`src/rtl/mc_controller.sv`:
```
// mc_controller: multicycle MIPS control unit.
// A Moore main-decoder FSM sequences the multicycle datapath. A combinational
// ALU decoder turns the internal aluop plus funct into alucontrol.
//
// Optional feature macro: MC_BNE_EN adds the BNEEX state, which handles the
// bne opcode (000101).
//
// Ports:
//   clk        rising-edge clock
//   reset      asynchronous active-high reset; forces state to FETCH
//   op, funct  opcode and R-type function field from the IR
//   zero       ALU zero flag of the current cycle
//   iord       memory address select (0 PC, 1 ALUOut)
//   memwrite   data memory write enable
//   irwrite    instruction register enable
//   regdst     write-register select (0 rt, 1 rd)
//   memtoreg   write-data select (0 ALUOut, 1 Data)
//   regwrite   register file write enable
//   alusrca    SrcA select (0 PC, 1 A)
//   alusrcb    SrcB select (00 B, 01 4, 10 SignImm, 11 SignImm<<2)
//   pcsrc      PC next select (00 ALUResult, 01 ALUOut, 10 jump target)
//   alucontrol ALU operation code
//   pcen       PC register enable
//   state      current FSM state (debug)
module mc_controller (
  input  logic       clk,
  input  logic       reset,
  input  logic [5:0] op,
  input  logic [5:0] funct,
  input  logic       zero,
  output logic       iord,
  output logic       memwrite,
  output logic       irwrite,
  output logic       regdst,
  output logic       memtoreg,
  output logic       regwrite,
  output logic       alusrca,
  output logic [1:0] alusrcb,
  output logic [1:0] pcsrc,
  output logic [2:0] alucontrol,
  output logic       pcen,
  output logic [3:0] state
);

  typedef enum logic [3:0] {
    FETCH   = 4'd0,
    DECODE  = 4'd1,
    MEMADR  = 4'd2,
    MEMRD   = 4'd3,
    MEMWB   = 4'd4,
    MEMWR   = 4'd5,
    RTYPEEX = 4'd6,
    RTYPEWB = 4'd7,
    BEQEX   = 4'd8,
    ADDIEX  = 4'd9,
    ADDIWB  = 4'd10,
`ifdef MC_BNE_EN
    JEX     = 4'd11,
    BNEEX   = 4'd12
`else
    JEX     = 4'd11
`endif
  } state_t;

  localparam logic [5:0] OP_RTYPE = 6'b000000;
  localparam logic [5:0] OP_LW    = 6'b100011;
  localparam logic [5:0] OP_SW    = 6'b101011;
  localparam logic [5:0] OP_BEQ   = 6'b000100;
  localparam logic [5:0] OP_ADDI  = 6'b001000;
  localparam logic [5:0] OP_J     = 6'b000010;
`ifdef MC_BNE_EN
  localparam logic [5:0] OP_BNE   = 6'b000101;
`endif

  state_t     r_state;
  state_t     w_next;

  logic       w_iord;
  logic       w_memwrite;
  logic       w_irwrite;
  logic       w_regdst;
  logic       w_memtoreg;
  logic       w_regwrite;
  logic       w_alusrca;
  logic [1:0] w_alusrcb;
  logic [1:0] w_pcsrc;
  logic [1:0] w_aluop;
  logic       w_pcwrite;
  logic       w_branch;
  logic       w_branchtaken;
`ifdef MC_BNE_EN
  logic       w_branchne;
`endif

  always_ff @(posedge clk or posedge reset) begin
    if (reset) r_state <= FETCH;
    else       r_state <= w_next;
  end

  always_comb begin
    w_next = FETCH;
    case (r_state)
      FETCH:   w_next = DECODE;
      DECODE: begin
        case (op)
          OP_LW, OP_SW: w_next = MEMADR;
          OP_RTYPE:     w_next = RTYPEEX;
          OP_BEQ:       w_next = BEQEX;
          OP_ADDI:      w_next = ADDIEX;
          OP_J:         w_next = JEX;
`ifdef MC_BNE_EN
          OP_BNE:       w_next = BNEEX;
`endif
          default:      w_next = FETCH;
        endcase
      end
      // MEMADR is only reachable from lw or sw.
      MEMADR:  w_next = (op == OP_SW) ? MEMWR : MEMRD;
      MEMRD:   w_next = MEMWB;
      RTYPEEX: w_next = RTYPEWB;
      ADDIEX:  w_next = ADDIWB;
      default: w_next = FETCH;
    endcase
  end

  always_comb begin
    w_iord     = 1'b0;
    w_memwrite = 1'b0;
    w_irwrite  = 1'b0;
    w_regdst   = 1'b0;
    w_memtoreg = 1'b0;
    w_regwrite = 1'b0;
    w_alusrca  = 1'b0;
    w_alusrcb  = 2'b00;
    w_pcsrc    = 2'b00;
    w_aluop    = 2'b00;
    w_pcwrite  = 1'b0;
    w_branch   = 1'b0;
`ifdef MC_BNE_EN
    w_branchne = 1'b0;
`endif
    case (r_state)
      FETCH:   begin w_alusrcb = 2'b01; w_irwrite = 1'b1; w_pcwrite = 1'b1; end
      DECODE:  w_alusrcb = 2'b11;
      MEMADR:  begin w_alusrca = 1'b1; w_alusrcb = 2'b10; end
      MEMRD:   w_iord = 1'b1;
      MEMWB:   begin w_memtoreg = 1'b1; w_regwrite = 1'b1; end
      MEMWR:   begin w_iord = 1'b1; w_memwrite = 1'b1; end
      RTYPEEX: begin w_alusrca = 1'b1; w_aluop = 2'b10; end
      RTYPEWB: begin w_regdst = 1'b1; w_regwrite = 1'b1; end
      BEQEX:   begin w_alusrca = 1'b1; w_aluop = 2'b01; w_pcsrc = 2'b01; w_branch = 1'b1; end
`ifdef MC_BNE_EN
      BNEEX:   begin w_alusrca = 1'b1; w_aluop = 2'b01; w_pcsrc = 2'b01; w_branchne = 1'b1; end
`endif
      ADDIEX:  begin w_alusrca = 1'b1; w_alusrcb = 2'b10; end
      ADDIWB:  w_regwrite = 1'b1;
      JEX:     begin w_pcsrc = 2'b10; w_pcwrite = 1'b1; end
      default: ;
    endcase
  end

  always_comb begin
    alucontrol = 3'b010;
    case (w_aluop)
      2'b00: alucontrol = 3'b010;
      2'b01: alucontrol = 3'b110;
      default: begin
        case (funct)
          6'b100000: alucontrol = 3'b010;
          6'b100010: alucontrol = 3'b110;
          6'b100100: alucontrol = 3'b000;
          6'b100101: alucontrol = 3'b001;
          6'b101010: alucontrol = 3'b111;
          default:   alucontrol = 3'b010;
        endcase
      end
    endcase
  end

`ifdef MC_BNE_EN
  assign w_branchtaken = (w_branch & zero) | (w_branchne & ~zero);
`else
  assign w_branchtaken = w_branch & zero;
`endif

  // The state register already sits at FETCH while reset is held. Masking the
  // write enables with reset keeps FETCH from writing the IR or the PC until
  // reset is released.
  assign pcen     = (w_pcwrite | w_branchtaken) & ~reset;
  assign irwrite  = w_irwrite  & ~reset;
  assign regwrite = w_regwrite & ~reset;
  assign memwrite = w_memwrite & ~reset;

  assign iord     = w_iord;
  assign regdst   = w_regdst;
  assign memtoreg = w_memtoreg;
  assign alusrca  = w_alusrca;
  assign alusrcb  = w_alusrcb;
  assign pcsrc    = w_pcsrc;
  assign state    = r_state;

endmodule
```
`config.mk`:
```
export PLATFORM = sky130hd
export DESIGN_NAME = mc_controller
export DESIGN_NICKNAME = d
export VERILOG_FILES = /design/src/rtl/mc_controller.sv
export SDC_FILE = /design/constraint.sdc
export NUM_CORES = 1
export LEC_CHECK = 0
export ABC_CLOCK_PERIOD_IN_PS = 2500
export BUFFER_PORTS_ARGS = -buffer_cell sky130_fd_sc_hd__buf_2
export CAP_MARGIN = 20
export CORE_ASPECT_RATIO = 1.2
export CORE_UTILIZATION = 30
export DETAILED_ROUTE_END_ITERATION = 7
export GPL_TIMING_DRIVEN = 0
export PLACE_DENSITY = 0.61
export SYNTH_ARGS = -nofsm -noshare
export SYNTH_HDL_FRONTEND = slang
export SYNTH_SLANG_ARGS = --single-unit
```
`constraint.sdc`:
```
create_clock -name clk -period 2.5 [get_ports clk]
set_input_delay 0.75 -clock clk [delete_from_list [all_inputs] [get_ports clk]]
set_output_delay 0.75 -clock clk [all_outputs]
set_load 0.02 [all_outputs]
```
After elaboration in Yosys (flattened, before gate mapping)
Index checks and enable logic that the tools add are counted.
Widths: inputs -> output; s select.
{ "totals": {"register_bits": 4, "out_inout_bits": 19} }
{ "classes": {"eq_ne": 21, "mux": 17, "bitwise": 7, "reduce_logical": 9} }
{ "op_table": {"columns": ["operator", "count"], "rows": [
  ["$eq 6x6->1 const B", 6],
  ["$pmux 4 s6", 1],
  ["$pmux 4 s5", 1],
  ["$eq 4x3->1 const B", 4],
  ["$eq 4x4->1 const B", 4],
  ["$pmux 3 s4", 1],
  ["$mux 1", 9],
  ["$eq 4x2->1 const B", 2],
  ["$pmux 2 s2", 2],
  ["$reduce_or 2->1", 4],
  ["$eq 6x2->1 const B", 1],
  ["$eq 6x3->1 const B", 1],
  ["$eq 6x4->1 const B", 1],
  ["$logic_not 6->1", 1],
  ["$pmux 2 s3", 1],
  ["$pmux 3 s2", 1],
  ["$and 1x1->1", 5],
  ["$eq 4x1->1 const B", 1],
  ["$logic_not 4->1", 1],
  ["$reduce_or 4->1", 1],
  ["$mux 3", 1],
  ["$reduce_or 3->1", 1],
  ["$eq 2x1->1 const B", 1],
  ["$logic_not 2->1", 1],
  ["other kinds (2)", 2]
]} }

Longest topological paths before layout
Gate-level depths: netlist of the first run.
{ "logic_depth": {"ltp_word": 5, "ltp_mapped": 4, "depth_no_buf": 3} }

Worst setup path before layout of the first run
No wires, ideal clock.
{ "synth_path": {"path_type": "input-to-output", "start": "input funct[4]", "end": "output alucontrol[1]", "t_arrival_ns": 1.891, "required_ns": 1.750, "path_slack_ns": -0.141, "path_stages": 2, "n_path_buf": 0, "cell_sequence": "or4b_1 > or4b_1"} }
{ "synth_between": {"elab_chain_cells": 3, "elab_cells_between_ends": 6} }
{ "synth_rtl": {"columns": ["item", "line_no", "rtl"], "rows": [
  ["start, declared", "29", "input logic [5:0] funct,"],
  ["$eq 6x6->1", "168", "case (funct)"],
  ["$pmux 3 s4 (*)", "168", null],
  ["$pmux 3 s2 (*)", "164", "case (w_aluop)"],
  ["end, declared", "40", "output logic [2:0] alucontrol,"]
]} }
Every way passes the cells marked *; elsewhere a longest branch is shown, timed or not.

Final worst setup path of the first run
Ends and elaborated chain as after synthesis.

==> results of run 1 <==
## through the flow
step / worst slack, ps / utilization
after floorplan: -77.6 / -
after global routing: -267 / 0.506
after detailed placement: -302 / 0.462
after global placement: -295 / 0.462
final: -246 / 0.506
after CTS: -247 / 0.491
## layout by cell type, fill, tap and decap left out, drive strengths merged, types with 2 or more instances in the layout
cell type,count
or4b,2
nor2,8
or3b,2
nor3,5
and3,2
inv,3
nand4,2
nor4b,2
clkbuf,6
dfrtp,4
nand3,4
nand2,2
o21ai,2
buf,35
a21oi,2
xor2,3
o211ai,2
nand2b,5
## what timing repair did
| item | in CTS | in global routing |
|---|---|---|
| resized for setup | 4 | 13 |
| setup endpoints to repair | 2 | 3 |
| buffers inserted | 1 | 0 |
| pin swaps | 1 | 0 |
| gates cloned | 0 | 0 |
## cell type report
class | count | share of cell area
sequential | 4 | 0.139
inverter | 3 | 0.0152
tap | 17 | 0.0287
multi-input combinational | 55 | 0.507
clock buffer | 3 | 0.0304
buffer | 4 | 0.0304
timing repair buffer | 34 | 0.250
## how the worst min path moves through the flow
stage / slack, ps / start / end / cells after the start
after global placement: 680 / reset / state[1]$_DFF_PP0_ / 2
after CTS: 430 / reset / state[0]$_DFF_PP0_ / 2
after global routing: 430 / reset / state[0]$_DFF_PP0_ / 2
final: 420 / reset / state[0]$_DFF_PP0_ / 2
after detailed placement: 690 / reset / state[0]$_DFF_PP0_ / 2
after floorplan: 520 / reset / state[0]$_DFF_PP0_ / 1
## cells by family after synthesis
kind of cell    count (synthesis)
buf+inv                         7
xor+xnor                        3
compound gates                 13
simple gates                   39
flops                           4
## critical path, delay by kind of cell
| family | cells | cell delay, ps |
|---|---|---|
| simple gates | 2 | 1010 |
| buf+inv | 2 | 240 |
## power by group through the flow
stage | clock network, mW | registers, mW | logic, mW
finish | 0.0859 | 0.110 | 0.419
global route | 0.0927 | 0.114 | 0.451
CTS | 0.0843 | 0.102 | 0.406
detailed placement | 0 | 0.112 | 0.383
global placement | 0 | 0.110 | 0.380
floorplan | 0 | 0.129 | 0.240
## per-layer routing
layer | global-route usage | share of wire
met2 | 0.323 | 0.52
met4 | 0.124 | 0.024
met1 | 0.188 | 0.40
met3 | 0.0637 | 0.062
met5 | 0 | 0
==> flow_summary.ini, run 1 <==
[floorplan]
num_rows = 15
fp.coreArea_um2 = 1460
floorplan.initialDensity = 0.329
dieWidth_um = 38.6
floorplan.die_area_um2 = 1770
die-height_um = 45.9
ios = 34

[sta]
finClkSkew_ps = 4.47
fin_setup_tns_ps = -246
post-route-worst-setup-slack_ps = -246
timing.max_slew.rel_slack = 0.797
final_max_slew_viol_count = 0
finalSetupViolations = 1
hold_violations = 0
timing.hold.ws_ps = 424
fin_crit_ps = 2750
post-route-period-util = 1.10
rsz0062_at_grt = yes
least_margin_pin_slew_ps = 302
clock.fmax_mhz = 364

[yosys]
synth_top_cell_by_area = dfrtp_1
synthFlopType = dfrtp_1
synth_top_area_share = 0.208
netlist-cell-type-count = 30
sequential_fraction_of_the_synthesis_area = 0.208
synthTopCellsByArea = dfrtp_1 21%, nor2_1 6.2%, xor2_1 5.5%
synth.cell_area_um2 = 482
async_reset_ff_frac = 1.00
post_synth_mux_area_share = 0
yosys.area_share.xor_xnor = 0.0545
main_combinational_cell_family_by_area_after_synthesis = simple AND/OR/NAND/NOR gates
yosys_warnings = 0
post_synth_inst_count = 66
synth_simple_gate_area_share = 0.496
synth_enable_flop_cells = 0
synth_most_common_cell = nor2_1
synth-seq-cells = 4
netlist_top_cells_count = 8 x nor2_1, 5 x nor3_1
synth_fa_ha_area_frac = 0
post_synth.cell_area_avg_um2 = 7.30
complex_gate_fraction_of_the_synthesized_area = 0.187
syn_nets = 81

[finish]
final_cell_area_um2 = 741
drive_gt1_frac = 0.476
finish.cell_count_without_fillers = 120
nNetsFinal = 120
insertedDiodeCount = 0
layout.area.seq_um2 = 103
flip_flop_count_of_the_largest_register_after_layout = 4
fillers = 153
area_delta_synth_final_pct = 53.8
footprint_of_the_multi_input_gates_um2 = 375

[setup_path]
crit_path_cell_trace = buf_6 -> or4b_4 -> or4b_4 -> buf_6
timing.critical_path.required_ps = 1750
critical_path_class = input pin to output port
timing.critical_path.to = alucontrol[1]
rr_endpoint = state[2]$_DFF_PP0_
slowest_delay_ps = 520
timing.critical_path.to_type = output port
reg2reg_setup_slack_ps = 1090
timing.critical_path.from = funct[4]
rr_startpoint = state[1]$_DFF_PP0_
timing.critical_path.from_type = input pin
worst_r2r_path_depth = 3
critical_path.max_fanout = 3
cp.arrival_ps = 2000
cpMaxStageDelayCell = or4b_4

[routing]
detail_route.iter0.violations = 12
route.detailed.wl_per_inst_um = 12.7
totalWireLength_mm = 1.52
num_vias = 668
drt-pass1-iter-count = 4
vias_per_cell = 5.57
final_antenna_net_count = 0
detail_route.drc_violations = 0

[placement]
placement.cell_area_um2 = 676
numPortBuffers = 33
place_congestion = 0.762
place_inst = 116
detailed_place_hpwl_mm = 1.16

[power]
pwr-share-clk = 0.140
worst_ir_drop_vdd_uv = 313
comb_power_share = 0.682
p_leak_nw = 0.361
total_switching_power_mw = 0.314
intPower_mw = 0.301
total_power_mw = 0.615
p_seq_frac = 0.178
power-per-cell-area_nw_per_um2 = 830
netSwitchingFraction = 0.511

[clocking]
numClockSinks = 4
cts.htree.levels = 1
cts_inserted_buffers = 3
tritoncts = built
worstSkewPairLatency_ps = 250
postCtsHoldBufs = 0
cts.reportedPaths.clkPinSlew_ps = 40
cts_buffer_depth = 2
cts_root_buf = clkbuf_4

[min_path]
holdCritPathClass = input pin to asynchronous set/reset pin

[global_routing]
first_global_vias = 535
grt_max_degree = 11
grt_first_pass_wirelength_mm = 2.22
grtUsageTotal = 0.189
gr-total-overflow = 0
initial_antenna_violation_count = 0

[outcome]
run_status = complete, but fails checks
failing_checks = negative setup slack

[flow_run]
cap_viol_max_count = 0
(Power assumes the default switching activity.)
==> inputs of run 2 (changes only) <==
--- a/config.mk
+++ b/config.mk
@@ -5,6 +5,7 @@
 export SDC_FILE = /design/constraint.sdc
 export NUM_CORES = 1
 export LEC_CHECK = 0
+export ABC_AREA = 1
 export ABC_CLOCK_PERIOD_IN_PS = 2500
 export BUFFER_PORTS_ARGS = -buffer_cell sky130_fd_sc_hd__buf_2
 export CAP_MARGIN = 20
@@ -12,7 +13,7 @@
 export CORE_UTILIZATION = 30
 export DETAILED_ROUTE_END_ITERATION = 7
 export GPL_TIMING_DRIVEN = 0
-export PLACE_DENSITY = 0.61
+export PLACE_DENSITY = 0.6
 export SYNTH_ARGS = -nofsm -noshare
 export SYNTH_HDL_FRONTEND = slang
 export SYNTH_SLANG_ARGS = --single-unit
==> run 2 against run 1 <==
Effect of this change:
- the flow now finishes without violations
- die area rose by 4.5%
- hold slack improved by 11 ps
- combinational power fell by 7.9%
- critical endpoint is now alucontrol[0]
- largest power group unchanged
==> flow_summary.ini, run 2 <==
[outcome]
run_status = completed

[floorplan]
floorplan.initialDensity = 0.336
dieWidth_um = 39.4
fp.coreArea_um2 = 1500
die-height_um = 46.9
ios = 34
floorplan.die_area_um2 = 1850
num_rows = 15

[clocking]
cts_inserted_buffers = 3
worstSkewPairLatency_ps = 230
cts_resized = 0
cts.htree.levels = 1
cts_root_buf = clkbuf_4
cts_setup_buffers = 0
tritoncts = built
cts.reportedPaths.clkPinSlew_ps = 40
numClockSinks = 4
cts_buffer_depth = 2
postCtsHoldBufs = 0

[routing]
detail_route.drc_violations = 0
final_antenna_net_count = 0
vias_per_cell = 4.68
drt-pass1-iter-count = 4
totalWireLength_mm = 1.37
detail_route.iter0.violations = 17
route.detailed.wl_per_inst_um = 9.05
num_vias = 707

[sta]
rsz0062_at_grt = no
post-route-period-util = 0.941
fin_crit_ps = 2350
least_margin_pin_slew_ps = 257
clock.fmax_mhz = 425
fin_setup_tns_ps = 0
finalSetupViolations = 0
hold_violations = 0
final_max_slew_viol_count = 0
timing.max_slew.rel_slack = 0.828
finClkSkew_ps = 4.07

[global_routing]
grt.met2_usage = 0.305
grt_first_pass_wirelength_mm = 2.09
grt_max_degree = 7
grtUsageTotal = 0.160
busiest_layer = met2
gr-total-overflow = 0
globalRouteMet1Util = 0.173
grt_use_met3 = 0.0237
first_global_vias = 554
initial_antenna_violation_count = 0

[yosys]
synthFlopType = dfrtp_1
post_synth_inst_count = 98
main_combinational_cell_family_by_area_after_synthesis = simple AND/OR/NAND/NOR gates
synth-seq-cells = 4
synth_most_common_cell = nand2_1
yosys.area_share.xor_xnor = 0
synth_simple_gate_area_share = 0.543
yosys_warnings = 0
synth_fa_ha_area_frac = 0
synthTopCellsByArea = nand2_1 23%, dfrtp_1 20%, inv_1 15%
post_synth_mux_area_share = 0
async_reset_ff_frac = 1.00
syn_nets = 113
netlist-cell-type-count = 15
synth_top_cell_by_area = nand2_1
synth.cell_area_um2 = 504
complex_gate_fraction_of_the_synthesized_area = 0.0868
post_synth.cell_area_avg_um2 = 5.15
synth_enable_flop_cells = 0
netlist_top_cells_count = 31 x nand2_1, 20 x inv_1, 13 x nor2_1
sequential_fraction_of_the_synthesis_area = 0.199
synth_top_area_share = 0.231

[setup_path]
rr_startpoint = state[1]$_DFF_PP0_
timing.critical_path.from_type = input pin
timing.critical_path.to = alucontrol[0]
timing.critical_path.to_type = output port
rr_endpoint = state[1]$_DFF_PP0_
cp.arrival_ps = 1600
timing.critical_path.required_ps = 1750
critical_path_class = input pin to output port
worst_r2r_path_depth = 7
reg2reg_setup_slack_ps = 1410
timing.critical_path.from = funct[4]
critical_path.max_fanout = 3

[finish]
final_cell_area_um2 = 713
area_delta_synth_final_pct = 41.4
insertedDiodeCount = 0
flip_flop_count_of_the_largest_register_after_layout = 4
layout_commonest_cell = buf_2
fillers = 185
drive_gt1_frac = 0.328
mostFrequentLayoutCells = 33 x buf_2, 31 x nand2_1, 20 x inv_1
nNetsFinal = 151

[placement]
placement.cell_area_um2 = 691
place_congestion = 0.727
numPortBuffers = 33
detailed_place_hpwl_mm = 1.21

[power]
p_leak_nw = 0.499
power-per-cell-area_nw_per_um2 = 799
worst_ir_drop_vdd_uv = 455

[flow_run]
cap_viol_max_count = 0

[min_path]
holdCritPathClass = input pin to asynchronous set/reset pin
[run 2: cell type report]
| cell class | instances | area, um^2 | area share |
|---|---|---|---|
| Sequential cell | 4 | 100 | 0.140 |
| Inverter | 23 | 86.3 | 0.121 |
| Tap cell | 17 | 21.3 | 0.0298 |
| Multi-Input combinational cell | 71 | 318 | 0.446 |
| Timing Repair Buffer | 33 | 165 | 0.232 |
| Clock buffer | 3 | 22.5 | 0.0316 |
[run 2: per-layer routing]
| layer | vias up | wire length (um) |
|---|---|---|
| li1 | 375 | - |
| met4 | 0 | 0 |
| met2 | 28 | 653 |
| met3 | 0 | 113 |
| met1 | 304 | 600 |
| met5 | - | 0 |
[run 2: how the worst min path moves through the flow]
stage,start,endpoint
after floorplan,reset,state[0]$_DFF_PP0_
after global placement,state[0]$_DFF_PP0_,state[0]$_DFF_PP0_
after detailed placement,state[0]$_DFF_PP0_,state[0]$_DFF_PP0_
after CTS,reset,state[2]$_DFF_PP0_
after global routing,reset,state[0]$_DFF_PP0_
final,reset,state[2]$_DFF_PP0_
[run 2: cell families after synthesis]
group / count (synthesis)
buffers and inverters: 23
AND/OR/NAND/NOR: 63
AO/OA/AOI/OAI: 8
flip-flops: 4
[run 2: power breakdown]
group / switching [mW] / internal, mW
registers: 0.0229 / 0.0847
logic: 0.265 / 0.120
clock network: 0.0226 / 0.0534
total: 0.311 / 0.259
[run 2: metrics by stage]
step / instances / setup slack, ps / hold WS (ps) / total power, mW / utilization
floorplan: 98 / 366 / 524 / 0.377 / -
global placement: 148 / 181 / 656 / 0.492 / 0.460
detailed placement: 148 / 156 / 670 / 0.498 / 0.460
CTS: 151 / 151 / 436 / 0.576 / 0.475
global route: 151 / 33.0 / 447 / 0.627 / 0.475
finish: 151 / 147 / 436 / 0.570 / 0.475
[run 2: critical path: stages]
cell and delay (ps):
buf_2 90, nor2_1 150, nor3b_1 280, nand3_1 100, nand2_1 70, buf_2 150
==> inputs of run 3 (changes only) <==
--- a/config.mk
+++ b/config.mk
@@ -7,13 +7,13 @@
 export LEC_CHECK = 0
 export ABC_AREA = 1
 export ABC_CLOCK_PERIOD_IN_PS = 2500
-export BUFFER_PORTS_ARGS = -buffer_cell sky130_fd_sc_hd__buf_2
 export CAP_MARGIN = 20
 export CORE_ASPECT_RATIO = 1.2
 export CORE_UTILIZATION = 30
 export DETAILED_ROUTE_END_ITERATION = 7
+export DONT_BUFFER_PORTS = 1
 export GPL_TIMING_DRIVEN = 0
-export PLACE_DENSITY = 0.6
+export PLACE_DENSITY = 0.42
 export SYNTH_ARGS = -nofsm -noshare
 export SYNTH_HDL_FRONTEND = slang
 export SYNTH_SLANG_ARGS = --single-unit
==> run 3 against run 2 <==
Effect of this change:
- largest cell class unchanged
- sequential power increased by 27%
- core utilization decreased by 11 points
- maximum frequency decreased by 0.31%
- global-route usage decreased by 0.50 points
==> flow_summary.ini, run 3 (synthesized netlist as in run 2, its figures left out) <==
[floorplan]
num_rows = 15
ios = 34
floorplan.die_area_um2 = 1850
fp.coreArea_um2 = 1500
floorplan.initialDensity = 0.336
dieWidth_um = 39.4
die-height_um = 46.9

[routing]
num_vias = 588
route.detailed.wl_per_inst_um = 10.7
totalWireLength_mm = 1.26
drt-pass1-iter-count = 4
final_antenna_net_count = 0
vias_per_cell = 4.98
detail_route.iter0.violations = 12
detail_route.drc_violations = 0

[clocking]
cts_root_buf = clkbuf_4
worstSkewPairLatency_ps = 230
tritoncts = built
cts.htree.levels = 1
cts_buffer_depth = 2
numClockSinks = 4
cts.reportedPaths.clkPinSlew_ps = 40
cts_inserted_buffers = 3
cts_setup_buffers = 0

[sta]
finalSetupViolations = 0
clock.fmax_mhz = 424
hold_violations = 0
timing.max_slew.rel_slack = 0.547
final_max_slew_viol_count = 0
fin_crit_ps = 2360
timing.hold.ws_ps = 302
post-route-worst-setup-slack_ps = 140
post-route-period-util = 0.944
finClkSkew_ps = 3.91
fin_setup_tns_ps = 0
least_margin_pin_slew_ps = 673
rsz0062_at_grt = no

[placement]
detailed_place_hpwl_mm = 1.08
numPortBuffers = 0
place_congestion = 0.698
detailedPlace.worstSlack_ps = 286

[finish]
drive_gt1_frac = 0.119
footprint_of_the_multi_input_gates_um2 = 324
layout.area.seq_um2 = 100
area_delta_synth_final_pct = 9.93
insertedDiodeCount = 0
nNetsFinal = 118
mostFrequentLayoutCells = 31 x nand2_1, 20 x inv_1, 13 x nor2_1
flip_flop_count_of_the_largest_register_after_layout = 4
fillers = 187
layout_commonest_cell = nand2_1

[power]
power-per-cell-area_nw_per_um2 = 903
p_leak_nw = 0.350
worst_ir_drop_vdd_uv = 397
total_power_mw = 0.500

[setup_path]
crit_family = flip-flops
cp.arrival_ps = 1610
rr_startpoint = state[1]$_DFF_PP0_
timing.critical_path.from_type = register
timing.critical_path.required_ps = 1750
critical_path_class = register to output port
critical_path.max_fanout = 6
timing.critical_path.to_type = output port
worst_r2r_path_depth = 7
reg2reg_setup_slack_ps = 1250
worst_path_buffer_plus_inverter_count = 1
cp_common_cell = nand2_1
crit_path_cell_trace = inv_1 -> nand2_1 -> nor2_2 -> nand2_1 -> a31oi_2
slowest_delay_ps = 490
cpMaxStageDelayCell = dfrtp_1
rr_endpoint = state[1]$_DFF_PP0_

[global_routing]
grt_first_pass_wirelength_mm = 1.95
first_global_vias = 494
gr-total-overflow = 0
initial_antenna_violation_count = 0
grt_max_degree = 7
grtUsageTotal = 0.155

[min_path]
holdCritPathClass = input pin to asynchronous set/reset pin

[flow_run]
cap_viol_max_count = 0

[outcome]
run_status = completed
[run 3: changes by cell type in the layout (fill, tap and decap cells not counted)]
cell	delta
a31oi_2	+1
a31oi_1	-1
buf_2	-33
[run 3: worst register-to-register path: stages (launching register included)]
cell and delay [ps]:
dfrtp_1 530, inv_1 120, nand2_2 110, inv_2 50
nand2_1 90, nand2_1 60, a21oi_1 110, nand2_1 60
[run 3: per-layer routing]
layer,vias to the layer above,global-route usage,part of all wire
li1,310,-,-
met5,-,0,0
met4,0,0.0828,0
met1,260,0.187,0.43
met2,18,0.256,0.51
met3,0,0.0332,0.055
[run 3: per-stage QoR]
stage | utilization | std cells | area [um^2]
floorplan | - | 98 | 504
global placement | 0.350 | 115 | 526
detailed placement | 0.350 | 115 | 526
CTS | 0.365 | 118 | 548
global route | 0.369 | 118 | 554
finish | 0.369 | 118 | 554
[run 3: what timing repair did]
action / CTS / global route
gates resized for setup: 0 / 1
setup endpoints to repair: 0 / 1
hold buffers: 0 / 0
[run 3: power breakdown]
group	total, mW	switching [mW]	internal, mW
sequential	0.137	0.0526	0.0841
combinational	0.285	0.219	0.0661
clock	0.0783	0.0247	0.0536
[run 3: worst max path at each step]
stage	end	cells after the start	startpoint
after global routing	pcen	5	state[1]$_DFF_PP0_
after global placement	pcen	5	state[1]$_DFF_PP0_
after detailed placement	pcen	5	state[1]$_DFF_PP0_
after CTS	pcen	5	state[1]$_DFF_PP0_
after floorplan	alucontrol[0]	5	funct[5]
final	pcen	5	state[1]$_DFF_PP0_
[run 3: area by class of cell]
type	count	area share
tap	17	0.0384
inverter	23	0.156
multi-input combinational	71	0.585
sequential	4	0.181
clock buffer	3	0.0406
